### src/rtl/fetch_stage.sv
// fetch_stage: instruction-fetch stage of the pipelined RISC-V core.
//
// Owns the program counter, presents it as the byte address to a
// combinational instruction memory and captures the returned word into
// the IF/ID pipeline register. Handles stall, flush and control-flow
// redirect from later stages.
//
// Optional feature macro: FETCH_MISALIGN_TRAP_EN
//   defined   : a misaligned redirect raises a sticky misalign_fault and
//               parks the stage in HALT until reset.
//   undefined : redirect targets are masked to 4-byte alignment and
//               misalign_fault is tied to 0.
//
// Ports
//   clk              rising-edge clock
//   reset            synchronous, active-high reset
//   stall            hold PC and IF/ID
//   flush            replace IF/ID contents with a bubble
//   redirect_valid   taken branch/jump resolved downstream
//   redirect_target  new PC when redirect_valid
//   imem_addr        byte address to instruction memory (the PC register)
//   imem_instr       instruction word returned combinationally for imem_addr
//   if_id_pc         PC of the instruction in IF/ID
//   if_id_pc_plus4   if_id_pc + 4
//   if_id_instr      instruction in IF/ID
//   if_id_valid      IF/ID holds a real instruction
//   misalign_fault   sticky misaligned-redirect fault
//
// FSM
//   state   | meaning
//   RUN     | normal fetch
//   HALT    | misaligned redirect trapped; PC frozen, IF/ID bubbles

module fetch_stage #(
  parameter logic [63:0] RESET_PC  = 64'h0,
  parameter logic [31:0] NOP_INSTR = 32'h0000_0013
) (
  input  logic        clk,
  input  logic        reset,
  input  logic        stall,
  input  logic        flush,
  input  logic        redirect_valid,
  input  logic [63:0] redirect_target,
  output logic [63:0] imem_addr,
  input  logic [31:0] imem_instr,
  output logic [63:0] if_id_pc,
  output logic [63:0] if_id_pc_plus4,
  output logic [31:0] if_id_instr,
  output logic        if_id_valid,
  output logic        misalign_fault
);

  localparam logic [0:0] ST_RUN  = 1'b0;
  localparam logic [0:0] ST_HALT = 1'b1;

  logic [0:0]  state_q, state_d;
  logic [63:0] pc_q, pc_d;
  logic [63:0] ifid_pc_q, ifid_pc_d;
  logic [63:0] ifid_pc4_q, ifid_pc4_d;
  logic [31:0] ifid_instr_q, ifid_instr_d;
  logic        ifid_valid_q, ifid_valid_d;
  logic        fault_q, fault_d;

  logic [63:0] pc_plus4;
  logic        trap_redirect;

  assign pc_plus4 = pc_q + 64'd4;

`ifdef FETCH_MISALIGN_TRAP_EN
  assign trap_redirect = redirect_valid && (redirect_target[1:0] != 2'b00);
`else
  assign trap_redirect = 1'b0;
`endif

  always_comb begin
    state_d      = state_q;
    pc_d         = pc_q;
    ifid_pc_d    = ifid_pc_q;
    ifid_pc4_d   = ifid_pc4_q;
    ifid_instr_d = ifid_instr_q;
    ifid_valid_d = ifid_valid_q;
    fault_d      = fault_q;

    if (state_q == ST_HALT) begin
      // Frozen until reset: PC holds, IF/ID bubbles regardless of inputs.
      ifid_pc_d    = 64'h0;
      ifid_pc4_d   = 64'h0;
      ifid_instr_d = NOP_INSTR;
      ifid_valid_d = 1'b0;
    end else if (redirect_valid) begin
      // Redirect beats stall for both the PC and IF/ID.
      if (trap_redirect) begin
        fault_d = 1'b1;
        state_d = ST_HALT;
      end else begin
`ifdef FETCH_MISALIGN_TRAP_EN
        pc_d = redirect_target;
`else
        pc_d = redirect_target & ~64'd3;
`endif
      end
      ifid_pc_d    = 64'h0;
      ifid_pc4_d   = 64'h0;
      ifid_instr_d = NOP_INSTR;
      ifid_valid_d = 1'b0;
    end else begin
      if (!stall) begin
        pc_d = pc_plus4;
      end
      if (flush) begin
        ifid_pc_d    = 64'h0;
        ifid_pc4_d   = 64'h0;
        ifid_instr_d = NOP_INSTR;
        ifid_valid_d = 1'b0;
      end else if (!stall) begin
        ifid_pc_d    = pc_q;
        ifid_pc4_d   = pc_plus4;
        ifid_instr_d = imem_instr;
        ifid_valid_d = 1'b1;
      end
    end
  end

  always_ff @(posedge clk) begin
    if (reset) begin
      state_q      <= ST_RUN;
      pc_q         <= RESET_PC;
      ifid_pc_q    <= 64'h0;
      ifid_pc4_q   <= 64'h0;
      ifid_instr_q <= NOP_INSTR;
      ifid_valid_q <= 1'b0;
      fault_q      <= 1'b0;
    end else begin
      state_q      <= state_d;
      pc_q         <= pc_d;
      ifid_pc_q    <= ifid_pc_d;
      ifid_pc4_q   <= ifid_pc4_d;
      ifid_instr_q <= ifid_instr_d;
      ifid_valid_q <= ifid_valid_d;
      fault_q      <= fault_d;
    end
  end

  assign imem_addr      = pc_q;
  assign if_id_pc       = ifid_pc_q;
  assign if_id_pc_plus4 = ifid_pc4_q;
  assign if_id_instr    = ifid_instr_q;
  assign if_id_valid    = ifid_valid_q;

`ifdef FETCH_MISALIGN_TRAP_EN
  assign misalign_fault = fault_q;
`else
  assign misalign_fault = 1'b0;
`endif

endmodule
### config.mk
export PLATFORM = sky130hd
export DESIGN_NAME = fetch_stage
export DESIGN_NICKNAME = d
export VERILOG_FILES = /design/src/rtl/fetch_stage.sv
export SDC_FILE = /design/constraint.sdc
export NUM_CORES = 1
export LEC_CHECK = 0
export CAP_MARGIN = 0
export CORE_AREA = 2 2 153 155
export DETAILED_ROUTE_END_ITERATION = 10
export DIE_AREA = 0 0 155 157
export PLACE_DENSITY = 0.84
export SETUP_SLACK_MARGIN = 0.4
export SKIP_LAST_GASP = 1
export SYNTH_ARGS = -nofsm -noshare
export SYNTH_HDL_FRONTEND = slang
export SYNTH_SLANG_ARGS = --single-unit
### constraint.sdc
create_clock -name clk -period 7.55 [get_ports clk]
set_clock_uncertainty 0.1 [all_clocks]
set_input_delay 1.51 -clock clk [delete_from_list [all_inputs] [get_ports clk]]
set_output_delay 1.51 -clock clk [all_outputs]
set_load 0.02 [all_outputs]
==> results.md, run 1 <==
- Final total negative setup slack: 0 ns
- Total power consumption of the routed design: 2.81 mW
- Cell types occupying the most area after synthesis: sky130_fd_sc_hd__dfxtp_1, sky130_fd_sc_hd__mux2i_1, sky130_fd_sc_hd__nor2_1, sky130_fd_sc_hd__xnor2_1, sky130_fd_sc_hd__a21oi_1
- Router iterations before antenna repair: 5
- Resized cells post-CTS: 0
- CP delay by family, top: simple AND/OR/NAND/NOR gates
- Startpoint types: primary input
- Fraction of layout cells with a size suffix above 1: 0.0444
- Net total in the final layout: 1528
- DR iter-0 viols: 748
- DP HPWL: 24000 um
- Fin crit period: 3.71 ns
- Global-route wire length before repair: 52000 um
- Portion of total power attributed to the clock network: 0.437
- CTS tree: built
- Fin worst setup slack: 3.84 ns
- Slowest library cell on the worst path: sky130_fd_sc_hd__nor4_1
- Root buffer cell: sky130_fd_sc_hd__clkbuf_16
- Combinational family with the most area after synthesis: simple AND/OR/NAND/NOR gates
- Unrepaired setup endpoints after global routing: false
- Largest stage delay on the critical path: 0.80 ns
- Share of synthesized area occupied by flip-flops and latches: 0.434
- Final wirelength: 34200 um
- PD cells: 199 mW/mm2
- Main synth FF type: sky130_fd_sc_hd__dfxtp_1
- Worst VDD drop: 160 uV
- Clock latency on the worst-skew pair: 0.52 ns
- Share of the clock period used by the worst path: 0.492
- Post-Synth Adder-Cell Area: 0.00124
- Crit Path Max Fanout: 94
- Setup slack at placement: 3.37 ns
- Cells after DPL: 1684
- Post-synthesis sequential element count: 219
- Portion of total power attributed to sequential cells: 0.446
- Initial standard-cell utilization of the core: 0.449
- Post-CTS Setup Repair Bufs: 0
- Most frequent cells in the layout: sky130_fd_sc_hd__clkdlybuf4s50_1, sky130_fd_sc_hd__dfxtp_1, sky130_fd_sc_hd__nor2_1
- Number of hold-slack violations in the final timing report: 0
- Clock-pin slew reported for the worst setup and hold paths after clock tree synthesis: 0.06 ns
- Int Power: 2.11 mW
- Finished Cell Area: 0.0141 mm2
- Drt wl/cell: 19.8 um
- Max transition margin: 0.205
- Area fraction in compound gates after synthesis: 0.0944
- Slew at the pin closest to its max-slew limit: 1.18 ns
- Share of synthesized area spent on multiplexers: 0.107
- Die Footprint: 0.0243 mm2
- Top Usage Layer GRT: met2
- Worst path buffer plus inverter count: 2
- Initial antenna violation count: 2
- Number of enable-type register cells in the synthesized netlist: 0
- Fin util: 0.626
- Logic pwr share: 0.117
- Arrival time of the worst setup path: 4.06 ns
- Count of distinct cell types in the synthesized netlist: 49
- Number of global-route vias before repair: 9296
- Standard cell core area: 0.0225 mm2
- Most common cell after layout, fill and taps aside: sky130_fd_sc_hd__clkdlybuf4s50_1
- CTS hold repair buffers: 0
- Fraction of post-synthesis cell area in the top cell type by area: 0.434
- PortBufs: 317
- Max-cap viol count: 0
- Synthesis warning total: 0
- Global-route usage over all layers: 0.270
- Die Wd: 155 um
- # IOs: 327
- GP Congestion: 0.889
- Placement row count: 55
- Number of nets still failing antenna checks after routing: 0
- Number of CTS-inserted buffers: 25
- Data required time at the worst endpoint: 7.90 ns
- Post-placement cell area: 0.0133 mm2
- Overall overflow remaining after global route: 0
- Dominant cell type by area after synthesis: sky130_fd_sc_hd__dfxtp_1
- GR Layer Usage met2: 0.457
- Simple-gate share of the synthesized area: 0.222
- Met1 track utilization from global routing: 0.331
- Count of non-filler cells in the finished layout: 1727
- Growth of design area from synthesis to finish: 39.5%
- Fraction of synthesis flops using an asynchronous set or reset pin: 0
- Crit Path Class: primary input to flop
- Chain of cells forming the critical path: clkbuf_8, buf_4, nor4_1, nand3_1, xnor2_1, nand2_1, a21oi_1
- Setup crit end kind: flop
- Leakage: 5.01 nW
- Fraction of synthesized cell area in xor and xnor cells: 0.0919
- Hold Worst Slack: 0.358 ns
- Met3 Resource Use GR: 0.0675
- Floorplan die height: 157 um
- Gate count after technology mapping: 1173
- Count of pins over their slew limit: 0
- # DRC: 0
- Total via count after detailed routing: 9627
- Fillers: 1914
- Routed vias/inst: 5.57
- Clock Path Buffers: 3
- Final count of negative-setup-slack endpoints: 0
- Switch Pwr: 0.697 mW
- Clk sink count: 219
- CTS HTree Levels: 1
- Avg Inst Size Synth: 8.61 um2
- Combined area of all synthesized cells: 0.0101 mm2
- Switching Fraction: 0.248
- Result of the run: complete, no violations
- Highest clock rate: 269 MHz
- Pin count of the biggest net entering global routing: 95
- Class of the worst hold path: flop to flop
[routing by layer]
| metal | routed length (um) | part of all wire |
|---|---|---|
| met1 | 13500 | 0.39 |
| met3 | 3130 | 0.092 |
| met5 | 14 | 0.00041 |
| met4 | 1130 | 0.033 |
| met2 | 16400 | 0.48 |
[final timing paths]
check	from	to	slack (ns)	cells after the start
setup / recovery	stall	imem_addr[16]	3.84	7
hold / removal	if_id_valid	if_id_valid	0.36	1
setup reg to reg	imem_addr[5]	imem_addr[43]	4.02	5
hold reg to reg	if_id_valid	if_id_valid	0.36	1
[power by group through the flow]
stage               registers, mW  clock network, mW  logic (mW)
floorplan                    1.28                  0       0.162
global placement             1.28                  0       0.320
detailed placement           1.28                  0       0.325
CTS                          1.25               1.24       0.328
global route                 1.26               1.29       0.350
finish                       1.25               1.23       0.328
[area by class of cell]
| class | instances | area [um2] | share of cell area |
|---|---|---|---|
| Clock buffer | 39 | 768 | 0.0545 |
| Inverter | 8 | 30.0 | 0.00213 |
| Clock inverter | 3 | 65.1 | 0.00462 |
| Timing Repair Buffer | 324 | 3220 | 0.229 |
| Antenna cell | 1 | 2.50 | 0.000178 |
| Multi-Input combinational cell | 848 | 5260 | 0.373 |
| Tap cell | 285 | 357 | 0.0253 |
| Sequential cell | 219 | 4380 | 0.311 |
[logic make-up (layout without fill, tap and decap cells)]
group,Yosys count,count (layout)
other,1,8
buffers and inverters,112,374
and+or+nand+nor,461,461
AOI/OAI and AO/OA,165,165
DFF,219,219
adders and majority gates,1,1
xor gates and xnor gates,106,106
muxes,108,108
[flip-flops by register name, summed over array words and instances, names as in the netlist]
register	flops
if_id_pc	62
if_id_pc_plus4	62
imem_addr	62
if_id_instr	32
if_id_valid	1
[cell usage after synthesis (10+ instances only)]
cell type	number
sky130_fd_sc_hd__dfxtp_1	219
sky130_fd_sc_hd__nor2_1	205
sky130_fd_sc_hd__mux2i_1	108
sky130_fd_sc_hd__a21oi_1	77
sky130_fd_sc_hd__xnor2_1	75
sky130_fd_sc_hd__nand2_1	61
sky130_fd_sc_hd__clkbuf_1	60
sky130_fd_sc_hd__nor3_1	48
sky130_fd_sc_hd__o21ai_0	47
sky130_fd_sc_hd__nand4_1	33
sky130_fd_sc_hd__xor2_1	31
sky130_fd_sc_hd__nand3_1	30
sky130_fd_sc_hd__a211oi_1	23
sky130_fd_sc_hd__buf_2	22
sky130_fd_sc_hd__nor4_1	16
sky130_fd_sc_hd__or3_1	16
sky130_fd_sc_hd__and3_1	12
sky130_fd_sc_hd__buf_1	10
sky130_fd_sc_hd__buf_4	10
[worst reg2reg max path, stage by stage (launching register included)]
cell and delay, ns:
sky130_fd_sc_hd__dfxtp_1 0.49, sky130_fd_sc_hd__nand4_1 0.55, sky130_fd_sc_hd__nor3_1 1.13, sky130_fd_sc_hd__nand4_2 0.47, sky130_fd_sc_hd__or3_1 0.44, sky130_fd_sc_hd__a311oi_1 0.27
Power figures use the tool's default switching activity.
==> run 2, diff against run 1 <==
==> constraint.sdc (replaced) <==
create_clock -name clk -period 3.7 [get_ports clk]
set_clock_uncertainty 0.1 [all_clocks]
set_input_delay 0.74 -clock clk [delete_from_list [all_inputs] [get_ports clk]]
set_output_delay 0.74 -clock clk [all_outputs]
set_load 0.02 [all_outputs]
==> results.md, run 2 (same netlist as run 1, synthesis figures left out) <==
- Result of the run: finished, violations left
- Violated checks: DRC
- Max-cap viol count: 0
- Total power consumption of the routed design: 6.05 mW
- Arrival time of the worst setup path: 3.31 ns
- Die Footprint: 0.0243 mm2
- Fraction of layout cells with a size suffix above 1: 0.0602
- Final total negative setup slack: 0 ns
- Number of nets still failing antenna checks after routing: 0
- Overall overflow remaining after global route: 0
- Clock latency on the worst-skew pair: 0.51 ns
- Number of CTS-inserted buffers: 24
- DR iter-0 viols: 698
- Placement row count: 55
- Number of global-route vias before repair: 9192
- Fin crit period: 2.99 ns
- Share of the clock period used by the worst path: 0.808
- Final count of negative-setup-slack endpoints: 0
- Floorplan die height: 157 um
- Initial antenna violation count: 4
- Crit Path Class: flop to flop
- # IOs: 327
- Setup crit end kind: flop
- Max transition margin: 0.351
- Class of the worst hold path: flop to flop
- Die Wd: 155 um
- Resized cells post-CTS: 0
- GP Congestion: 0.902
- DP HPWL: 24600 um
- Clock Path Buffers: 3
- Post-CTS Setup Repair Bufs: 0
- Slew at the pin closest to its max-slew limit: 0.964 ns
- Router iterations before antenna repair: 8
- Met3 wire length: 3060 um
- Hold Worst Slack: 0.357 ns
- Most frequent cells in the layout: sky130_fd_sc_hd__clkdlybuf4s50_1, sky130_fd_sc_hd__dfxtp_1, sky130_fd_sc_hd__nor2_1
- CTS hold repair buffers: 0
- Clock-pin slew reported for the worst setup and hold paths after clock tree synthesis: 0.06 ns
- Count of non-filler cells in the finished layout: 1749
- Growth of design area from synthesis to finish: 42.2%
- Cells after DPL: 1702
- Worst VDD drop: 433 uV
- Routed length on met2: 16500 um
- Crit Path Max Fanout: 10
- CTS tree: built
- Leakage: 5.15 nW
- Net total in the final layout: 1545
- Clk sink count: 219
- Global-route usage over all layers: 0.268
- Top routing layer used: met5
- Highest clock rate: 334 MHz
- PD cells: 422 mW/mm2
- Standard cell core area: 0.0225 mm2
- Global-route wire length before repair: 51600 um
- Routed vias/inst: 5.56
- Most common cell after layout, fill and taps aside: sky130_fd_sc_hd__clkdlybuf4s50_1
- Final wirelength: 34300 um
- Unrepaired setup endpoints after global routing: false
- CTS HTree Levels: 1
- Pin count of the biggest net entering global routing: 74
- PortBufs: 317
- Number of hold-slack violations in the final timing report: 0
- Root buffer cell: sky130_fd_sc_hd__clkbuf_16
- Data required time at the worst endpoint: 4.02 ns
- Count of pins over their slew limit: 0
- Fillers: 1852
- Metal1 wirelength: 13700 um
- Fin util: 0.638
- Total via count after detailed routing: 9723
- Drt wl/cell: 19.6 um
- # DRC: 2
- Startpoint types: flop
- Initial standard-cell utilization of the core: 0.449
[run 2: area by class of cell]
cell class / instances / area, um2 / area share
multi-input cells: 848 / 5260 / 0.366
clock inverters: 13 / 250 / 0.0174
diodes: 3 / 7.51 / 0.000523
repair buffers: 342 / 3370 / 0.235
well taps: 285 / 357 / 0.0248
inverters: 8 / 30.0 / 0.00209
clock buffers: 31 / 698 / 0.0486
flip-flops and latches: 219 / 4380 / 0.305
[run 2: worst paths after layout]
| kind | start | to | slack, ns | cells past startpoint |
|---|---|---|---|---|
| setup / recovery | imem_addr[2] | imem_addr[42] | 0.71 | 7 |
| hold / removal | if_id_valid | if_id_valid | 0.36 | 1 |
| setup reg to reg | imem_addr[2] | imem_addr[42] | 0.71 | 7 |
| hold reg to reg | if_id_valid | if_id_valid | 0.36 | 1 |
[run 2: power by group]
part / leakage [nW] / total (mW) / internal, mW / switching, mW
combinational: 2.91 / 0.704 / 0.345 / 0.359
sequential: 1.78 / 2.54 / 2.43 / 0.110
clock: 0.453 / 2.81 / 1.82 / 0.993
[run 2: per-layer routing]
metal / track usage / up-vias
met3: 0.0694 / 75
met1: 0.339 / 4624
met2: 0.447 / 447
li1: - / 4575
met4: 0.0864 / 2
met5: 0 / -
[run 2: stage by stage]
stage	setup slack, ns	area, um2
after global routing	0.534	14400
final	0.709	14400
after global placement	0.852	13400
after detailed placement	0.755	13400
after floorplan	1.09	10100
after CTS	0.721	14300
[run 2: critical path, stage by stage, from the launching register on]
cell,delay [ns]
sky130_fd_sc_hd__dfxtp_1,0.47
sky130_fd_sc_hd__ha_1,0.29
sky130_fd_sc_hd__nand3_1,0.36
sky130_fd_sc_hd__nor3_1,0.45
sky130_fd_sc_hd__nand3_4,0.23
sky130_fd_sc_hd__or3b_4,0.44
sky130_fd_sc_hd__or3_1,0.31
sky130_fd_sc_hd__a311oi_1,0.24
